===== src/rtl/parity_pkg.sv =====
// parity_pkg
//   Shared types and defaults for the parity stream unit.
//   - state_t    : ACC accepts beats, HOLD presents a finished result
//   - DEF_*      : default widths used by the top-level parameters
package parity_pkg;

    typedef enum logic {
        ST_ACC  = 1'b0,
        ST_HOLD = 1'b1
    } state_t;

    localparam int DEF_WIDTH = 8;
    localparam int DEF_CNT_W = 8;
    localparam int DEF_ERR_W = 16;

endpackage


===== src/rtl/parity_reduce.sv =====
// parity_reduce
//   Combinational XOR reduction of one WIDTH-bit beat. Polarity (odd/even)
//   is not applied here; the caller folds it in once per packet.
//   Ports:
//     i_data   [WIDTH-1:0]  beat data
//     o_parity              XOR of all bits of i_data
module parity_reduce #(
    parameter int WIDTH = 8
) (
    input  logic [WIDTH-1:0] i_data,
    output logic             o_parity
);

    // Running XOR chain; synthesis rebalances it into a tree.
    logic [WIDTH-1:0] w_chain;

    assign w_chain[0] = i_data[0];

    for (genvar gi = 1; gi < WIDTH; gi++) begin : g_chain
        assign w_chain[gi] = w_chain[gi-1] ^ i_data[gi];
    end

    assign o_parity = w_chain[WIDTH-1];

endmodule


===== src/rtl/parity_stream_unit.sv =====
// parity_stream_unit
//   Accumulates parity over multi-beat packets and either emits the packet
//   parity (generate mode) or compares it with a received bit (check mode).
//   Ports:
//     clk, rst                 clock, synchronous active-high reset
//     mode                     0 generate / 1 check, taken from first beat
//     in_valid/in_ready        beat handshake (in_ready registered)
//     in_data [WIDTH-1:0]      beat data
//     in_last, in_parity       end of packet, received parity (check mode)
//     out_valid/out_ready      result handshake
//     out_parity, out_error    packet parity, check-mode mismatch flag
//     out_beats [CNT_W-1:0]    beats in packet, saturating
//     err_count [ERR_W-1:0]    error packets since reset, saturating
module parity_stream_unit
    import parity_pkg::*;
#(
    parameter int WIDTH = DEF_WIDTH,
    parameter bit ODD   = 1'b0,
    parameter int CNT_W = DEF_CNT_W,
    parameter int ERR_W = DEF_ERR_W
) (
    input  logic             clk,
    input  logic             rst,
    input  logic             mode,
    input  logic             in_valid,
    output logic             in_ready,
    input  logic [WIDTH-1:0] in_data,
    input  logic             in_last,
    input  logic             in_parity,
    output logic             out_valid,
    input  logic             out_ready,
    output logic             out_parity,
    output logic             out_error,
    output logic [CNT_W-1:0] out_beats,
    output logic [ERR_W-1:0] err_count
);

    state_t             r_state;
    logic               r_acc;
    logic [CNT_W-1:0]   r_beats;
    logic               r_pkt_mode;
    logic               r_in_ready;
    logic               r_out_valid;
    logic               r_out_parity;
    logic               r_out_error;
    logic [CNT_W-1:0]   r_out_beats;
    logic [ERR_W-1:0]   r_err_count;

    logic               w_beat_par;
    logic               w_accept;
    logic               w_first;
    logic               w_acc_next;
    logic [CNT_W-1:0]   w_beats_next;
    logic               w_mode_eff;
    logic               w_par_next;
    logic               w_err_next;

    parity_reduce #(
        .WIDTH (WIDTH)
    ) u_reduce (
        .i_data   (in_data),
        .o_parity (w_beat_par)
    );

    // r_in_ready mirrors the ACC state, so acceptance never depends
    // combinationally on out_ready.
    assign w_accept     = in_valid & r_in_ready;
    assign w_first      = (r_beats == '0);
    assign w_acc_next   = r_acc ^ w_beat_par;
    assign w_beats_next = (&r_beats) ? r_beats : r_beats + CNT_W'(1);
    // A single-beat packet has not latched its mode yet, so use the live input.
    assign w_mode_eff   = w_first ? mode : r_pkt_mode;
    assign w_par_next   = w_acc_next ^ ODD;
    assign w_err_next   = w_mode_eff & (w_par_next ^ in_parity);

    always_ff @(posedge clk) begin
        if (rst) begin
            r_state      <= ST_ACC;
            r_acc        <= 1'b0;
            r_beats      <= '0;
            r_pkt_mode   <= 1'b0;
            r_in_ready   <= 1'b1;
            r_out_valid  <= 1'b0;
            r_out_parity <= 1'b0;
            r_out_error  <= 1'b0;
            r_out_beats  <= '0;
            r_err_count  <= '0;
        end else begin
            case (r_state)
                ST_ACC: begin
                    if (w_accept) begin
                        r_acc   <= w_acc_next;
                        r_beats <= w_beats_next;
                        if (w_first) begin
                            r_pkt_mode <= mode;
                        end
                        if (in_last) begin
                            r_out_parity <= w_par_next;
                            r_out_error  <= w_err_next;
                            r_out_beats  <= w_beats_next;
                            if (w_err_next && !(&r_err_count)) begin
                                r_err_count <= r_err_count + ERR_W'(1);
                            end
                            r_state     <= ST_HOLD;
                            r_in_ready  <= 1'b0;
                            r_out_valid <= 1'b1;
                        end
                    end
                end
                ST_HOLD: begin
                    if (out_ready) begin
                        r_acc       <= 1'b0;
                        r_beats     <= '0;
                        r_state     <= ST_ACC;
                        r_in_ready  <= 1'b1;
                        r_out_valid <= 1'b0;
                    end
                end
                default: r_state <= ST_ACC;
            endcase
        end
    end

    assign in_ready   = r_in_ready;
    assign out_valid  = r_out_valid;
    assign out_parity = r_out_parity;
    assign out_error  = r_out_error;
    assign out_beats  = r_out_beats;
    assign err_count  = r_err_count;

endmodule

===== config.mk =====
export PLATFORM = sky130hd
export DESIGN_NAME = parity_stream_unit
export DESIGN_NICKNAME = d
export VERILOG_FILES = /design/src/rtl/parity_pkg.sv /design/src/rtl/parity_reduce.sv /design/src/rtl/parity_stream_unit.sv
export SDC_FILE = /design/constraint.sdc
export NUM_CORES = 1
export LEC_CHECK = 0
export CAP_MARGIN = 20
export CORE_ASPECT_RATIO = 1.4
export CORE_MARGIN = 2
export CORE_UTILIZATION = 52
export CTS_BUF_LIST = sky130_fd_sc_hd__clkbuf_2 sky130_fd_sc_hd__clkbuf_4 sky130_fd_sc_hd__clkbuf_8
export CTS_CLUSTER_DIAMETER = 40
export DETAILED_ROUTE_END_ITERATION = 10
export PLACE_DENSITY_LB_ADDON = 0.15
export SYNTH_ARGS = -nofsm -noshare
export SYNTH_HDL_FRONTEND = slang
export SYNTH_SLANG_ARGS = --single-unit
export TNS_END_PERCENT = 5

===== constraint.sdc =====
create_clock -name clk -period 2.95 [get_ports clk]
set_input_delay 0.295 -clock clk [delete_from_list [all_inputs] [get_ports clk]]
set_output_delay 0.295 -clock clk [all_outputs]
set_load 0.02 [all_outputs]

==> impl_metrics.py, run 1 <==
metrics = {
    "outcome": {
        "status": "completed",
    },
    "logic_synthesis": {
        "synth.yosys.seq_area_share_pct": 36.9,
        "synth_mux_area_share_pct": 8.35,
        "syn-num-nets": 266,
        "netlist_instances": 248,
        "netlist_area_mm2": 0.00211,
        "synth-compound-area-share_pct": 13.0,
        "ys_ff_latch": 39,
        "synth_top_family_by_area": "simple AND/OR/NAND/NOR gates",
        "yosys.cell_types.count": 45,
        "yosys.area.top_type": "dfxtp_1",
        "synthTopCellsByArea": "dfxtp_1, nor2_1, mux2_2",
        "synth-xor-area-share_pct": 6.39,
        "synth-warning-count": 0,
        "synthSimpleGateAreaFrac_pct": 30.0,
        "syn_area_per_cell_um2": 8.52,
        "synth_top_area_share_pct": 36.9,
        "synth-adder-area-share_pct": 1.78,
    },
    "global_route": {
        "gr-total-overflow": 0,
        "grt_antenna_before_repair": 0,
        "grt_start_max_net_pins": 52,
        "grt.total_usage_pct": 21.2,
        "grt_pass1_wl_um": 7820,
        "grt_pass1_vias": 1723,
    },
    "min_path": {
        "worstHoldStart": "out_beats[0]",
        "whs_path_depth": 2,
        "holdPathEnd": "out_beats[0]",
        "hold_path.class": "reg -> reg",
    },
    "setup_path": {
        "rr_worst_depth": 8,
        "cp_slowest_stage_delay_ns": 0.54,
        "crit_buf_inv": 1,
        "endpoint_kind": "flop",
        "rr_endpoint": "err_count[5]",
        "timing.rr.start": "r_beats[0]",
        "crit_family": "XOR/XNOR gates",
        "critPathArrivalTime_ns": 2.68,
        "r2r_slack_ns": 0.75,
        "critPathKind": "in -> reg",
        "path_max_fanout": 18,
        "worstPathRequired_ns": 3.13,
        "cp_cell_sequence": "clkdlybuf4s50_1 -> xnor2_1 -> xnor3_2 -> xnor3_2 -> nor4b_1 -> mux2_2",
        "startpoint_type": "input port",
        "slowest_stage": "xnor3_2",
        "path_common_cell": "xnor3_2",
    },
    "clock_network": {
        "cts.sink_count": 39,
        "insertion_delay_ns": 0.28,
        "clkSlewWorstSetupHoldPaths_ns": 0.07,
        "cts_root_buffer": "clkbuf_8",
        "cts_hold_buf": 0,
        "cts_made_buffers": 5,
        "cts.repair.resized": 0,
        "h-tree-depth": 2,
        "cts_setup_buffers": 0,
        "clockBufferDepth": 2,
        "cts_tree": "done",
    },
    "routing": {
        "drcViolationCount": 0,
        "wl_per_cell_um": 13.6,
        "drtIter0Drc": 67,
        "postRouteAntennaNets": 0,
        "wirelength_um": 4510,
        "vias": 1854,
        "drt_first_pass_iters": 4,
        "vias_per_cell": 5.60,
    },
    "power": {
        "seq_power_share_pct": 47.8,
        "pwr-share-comb_pct": 20.8,
        "power_frac_clock_pct": 31.4,
        "peakVddDrop_mv": 0.331,
        "p_sw_uw": 327,
        "p_int_uw": 838,
        "power.leakage_nw": 0.949,
        "cellPowerDensity_mw_per_mm2": 440,
        "swShare_pct": 28.1,
    },
    "placed_design": {
        "gp_congestion": 0.785,
        "hpwl_um": 3240,
        "place_area_mm2": 0.00256,
        "portBuffers": 42,
    },
    "cells_and_area": {
        "final_area_mm2": 0.00265,
        "areaGrowthSynthToFinish_pct": 25.3,
        "layout-drive-gt1-share_pct": 9.03,
        "final_net_count": 305,
        "num_antenna_cells": 0,
    },
    "timing": {
        "slew_headroom_pct": 67.0,
        "fin_worst_skew_ns": 0.00463,
        "period_share_pct": 85.0,
        "max_freq_mhz": 399,
        "setup_viol": 0,
        "period_needed_ns": 2.51,
        "finalMaxSlewViolations": 0,
        "worstMarginPinSlew_ns": 0.495,
        "rsz0062_at_grt": "no",
        "hold_viol_final": 0,
        "finalSetupTns_ns": 0,
    },
    "floorplan": {
        "die_h_um": 79.4,
        "coreArea_mm2": 0.00392,
        "dieArea_mm2": 0.00460,
        "start_util_pct": 53.9,
        "die_x_um": 57.9,
        "io_pins": 43,
        "row_count": 27,
    },
    "run": {
        "max-cap-violations": 0,
    },
}
[synth_stat cells (all sizes together)]
master	count
nor4	6
or3	2
nor3	6
a22oi	2
a41oi	1
or4	2
xnor2	7
nor2	31
xnor3	2
xor2	3
a2bb2oi	1
ha	3
o211ai	1
and4bb	2
nor4b	3
o21ai	7
or4b	1
nand4	6
mux2	13
o2111ai	2
nand3	8
nor2b	14
nand2b	5
a211oi	6
buf	3
and2	5
mux2i	3
clkbuf	12
a21boi	1
dfxtp	39
and4	2
and3b	1
inv	2
nand2	18
nand3b	2
and3	3
a21o	1
a31oi	2
o31ai	2
a21oi	16
o21a	2
[routing by layer]
layer / routed length (um) / track usage (%) / vias to the layer above
met5: 0 / 0 / -
met4: 63 / 6.74 / 0
met3: 159 / 4.21 / 6
met2: 2310 / 38.0 / 31
met1: 1980 / 24.9 / 855
li1: - / - / 962
[layout by cell type, fill, tap and decap left out, drive strengths merged, types with 7 or more instances in the layout]
cell and n:
nand3 8, dfxtp 39, a21oi 16, nor2 31, nand2 18, mux2 13, nor2b 14, o21ai 7
clkdlybuf4s50 42, xnor2 7, clkbuf 7
[power by group through the flow]
stage,Sequential (mW),Combinational (mW),Clock [mW]
3_5_place_dp,0.569,0.245,0
4_1_cts,0.556,0.245,0.378
5_1_grt,0.559,0.267,0.403
6_report,0.556,0.242,0.366
3_3_place_gp,0.568,0.243,0
2_1_floorplan,0.581,0.170,0
[registers in the layout, indices dropped and copies added (netlist names)]
register / flops
r_beats: 8
out_beats: 8
r_state: 1
in_ready: 1
out_error: 1
out_parity: 1
err_count: 16
r_pkt_mode: 1
out_valid: 1
r_acc: 1
[worst min-delay path: stages (launching register included)]
cell	delay [ns]
dfxtp_1	0.31
nand2_1	0.05
a21oi_1	0.05
[cells by family (layout without fill, tap and decap cells)]
kind of cell | Yosys count | in the layout
fa+ha+maj | 3 | 3
mux | 16 | 16
flops | 39 | 39
compound gates | 44 | 44
buf+inv | 17 | 57
xor+xnor | 12 | 12
simple gates | 117 | 117
[area by class of cell]
| cell class | instances | area (um^2) |
|---|---|---|
| timing repair buffer | 47 | 458 |
| clock inverter | 1 | 5.00 |
| inverter | 2 | 7.51 |
| multi-input combinational | 192 | 1260 |
| sequential | 39 | 781 |
| clock buffer | 7 | 83.8 |
| fill | 361 | 1270 |
| tap | 43 | 53.8 |
[how the worst max path moves through the flow]
stage                     to       start  cells after the start  slack, ns
2_1_floorplan  err_count[13]  in_data[2]                      6       0.74
3_3_place_gp    err_count[2]  in_data[2]                      6       0.20
3_5_place_dp    err_count[0]  in_data[3]                      6       0.18
4_1_cts         err_count[5]  in_data[3]                      6       0.44
5_1_grt         err_count[5]  in_data[6]                      6       0.34
6_report        err_count[5]  in_data[3]                      6       0.44
[stage by stage]
step                      hold slack [ns]  total power, mW  std cells  utilization, %  setup slack [ns]
after detailed placement            0.446            0.814        323            65.3             0.177
final                               0.453             1.16        331            67.6             0.442
after global placement              0.439            0.811        323            65.3             0.199
after floorplan                     0.439            0.750        248               -             0.744
after CTS                           0.455             1.18        331            67.6             0.436
after global routing                0.481             1.23        331            67.6             0.338
Note: power is estimated with default switching activity, not from simulation.
==> inputs of run 2 (changes only) <==
--- a/config.mk
+++ b/config.mk
@@ -12,7 +12,7 @@
 export CTS_BUF_LIST = sky130_fd_sc_hd__clkbuf_2 sky130_fd_sc_hd__clkbuf_4 sky130_fd_sc_hd__clkbuf_8
 export CTS_CLUSTER_DIAMETER = 40
 export DETAILED_ROUTE_END_ITERATION = 10
-export PLACE_DENSITY_LB_ADDON = 0.15
+export PLACE_DENSITY = 0.81
 export SYNTH_ARGS = -nofsm -noshare
 export SYNTH_HDL_FRONTEND = slang
 export SYNTH_SLANG_ARGS = --single-unit
==> run 2 against run 1 <==
- die area stayed put
- via count is 3.3% higher
- total power is 3.5% higher
- fmax is 0.18% higher
- setup slack better by 0.0045 ns
- flip-flop and latch count stayed put
- first-iteration DRC count is 36% higher
- combinational power hardly changed
- final cell count stayed put
- clock skew is 0.0047 ns higher
- non-clock buffer count stayed put
- critical path type unchanged
- critical endpoint is now err_count[2]
==> impl_metrics.py, run 2 (synthesis results as in run 1) <==
metrics = {
    "cells_and_area": {
        "layout-drive-gt1-share_pct": 9.03,
        "largest_register_ffs": 16,
        "final_area_mm2": 0.00266,
        "num_antenna_cells": 0,
        "final_net_count": 305,
        "layout_commonest_cell": "clkdlybuf4s50_1",
        "mostFrequentLayoutCells": "clkdlybuf4s50_1, dfxtp_1, nor2_1",
        "areaGrowthSynthToFinish_pct": 26.0,
    },
    "power": {
        "power.leakage_nw": 0.955,
        "cellPowerDensity_mw_per_mm2": 453,
        "peakVddDrop_mv": 0.389,
    },
    "setup_path": {
        "path_max_fanout": 18,
        "startpoint_type": "input port",
        "cp_slowest_stage_delay_ns": 0.54,
        "path_common_cell": "xnor3_2",
        "timing.rr.start": "r_beats[0]",
        "endpoint_kind": "flop",
        "critPathKind": "in -> reg",
        "cp_cell_sequence": "clkdlybuf4s50_1 -> xnor2_1 -> xnor3_2 -> xnor3_2 -> nor4b_1 -> mux2_2",
        "worstPathRequired_ns": 3.13,
        "slowest_stage": "xnor3_2",
        "critPathArrivalTime_ns": 2.68,
        "startpoint": "in_data[3]",
    },
    "floorplan": {
        "start_util_pct": 53.9,
        "coreArea_mm2": 0.00392,
        "io_pins": 43,
        "die_h_um": 79.4,
        "die_x_um": 57.9,
        "row_count": 27,
        "dieArea_mm2": 0.00460,
    },
    "clock_network": {
        "clockBufferDepth": 2,
        "clkSlewWorstSetupHoldPaths_ns": 0.08,
        "insertion_delay_ns": 0.30,
        "cts.repair.resized": 0,
        "cts_root_buffer": "clkbuf_8",
        "cts_tree": "done",
        "cts_made_buffers": 5,
        "cts.sink_count": 39,
        "cts_hold_buf": 0,
        "cts_setup_buffers": 0,
        "h-tree-depth": 2,
    },
    "timing": {
        "hold_viol_final": 0,
        "fin_worst_skew_ns": 0.00933,
        "finalSetupTns_ns": 0,
        "max_freq_mhz": 399,
        "period_share_pct": 84.9,
        "finalMaxSlewViolations": 0,
        "rsz0062_at_grt": "no",
        "slew_headroom_pct": 66.5,
        "worstMarginPinSlew_ns": 0.497,
        "setup_viol": 0,
        "period_needed_ns": 2.50,
    },
    "global_route": {
        "grt_pass1_wl_um": 7630,
        "grt_pass1_vias": 1716,
        "use_met3_pct": 4.54,
        "grt.total_usage_pct": 21.0,
        "grt_busiest_layer": "met2",
        "grt_start_max_net_pins": 52,
        "grt_use_met2_pct": 38.0,
        "grt_util_met1_pct": 24.2,
        "gr-total-overflow": 0,
        "grt_antenna_before_repair": 0,
    },
    "run": {
        "max-cap-violations": 0,
    },
    "routing": {
        "drtIter0Drc": 91,
        "vias": 1915,
        "drcViolationCount": 0,
        "postRouteAntennaNets": 0,
        "wirelength_um": 4610,
        "wl_per_cell_um": 13.9,
        "vias_per_cell": 5.79,
        "drt_first_pass_iters": 4,
    },
    "outcome": {
        "status": "completed",
    },
    "placed_design": {
        "hpwl_um": 3190,
        "gp_congestion": 0.777,
        "portBuffers": 42,
        "place_area_mm2": 0.00255,
    },
    "min_path": {
        "hold_path.class": "reg -> reg",
        "worstHoldStart": "out_beats[0]",
    },
}
## run 2: cell count changes in the layout (fill, tap and decap cells not counted)
cell / change
clkbuf_4: -1
clkbuf_8: +2
clkinv_2: -1
## run 2: per-stage QoR
step           power, mW  hold slack (ns)  util (%)  setup WS (ns)  std cells
3_5_place_dp       0.810            0.445      65.1          0.184        322
2_1_floorplan      0.750            0.439         -          0.744        248
3_3_place_gp       0.809            0.440      65.1          0.214        322
5_1_grt             1.27            0.481      67.9          0.347        331
4_1_cts             1.21            0.455      67.8          0.375        330
6_report            1.21            0.451      67.9          0.447        331
## run 2: path summary, 6_finish.rpt
| kind | to | slack, ns | cells past startpoint |
|---|---|---|---|
| max | err_count[2] | 0.45 | 6 |
| min | out_beats[0] | 0.45 | 2 |
| max reg2reg | err_count[11] | 0.70 | 8 |
| min reg2reg | out_beats[0] | 0.45 | 2 |
## run 2: critical path, delay by kind of cell
family        cells  cell delay [ns]
xor+xnor          3             1.13
buf+inv           1             0.47
simple gates      1             0.41
mux               1             0.38
## run 2: final cells by class
class / instances / area [um^2]
clock buffers: 8 / 104
repair buffers: 47 / 458
fillers: 324 / 1260
multi-input cells: 192 / 1260
inverters: 2 / 7.51
well taps: 43 / 53.8
flip-flops and latches: 39 / 781
## run 2: power breakdown
group | internal, mW | switching, mW
combinational | 0.109 | 0.133
clock | 0.223 | 0.185
sequential | 0.544 | 0.0124
## run 2: layer usage
metal  part of all wire [%]  vias up
met4                    1.1        0
met3                    4.9        6
met1                     40      888
met2                     54       55
li1                       -      966
met5                      0        -
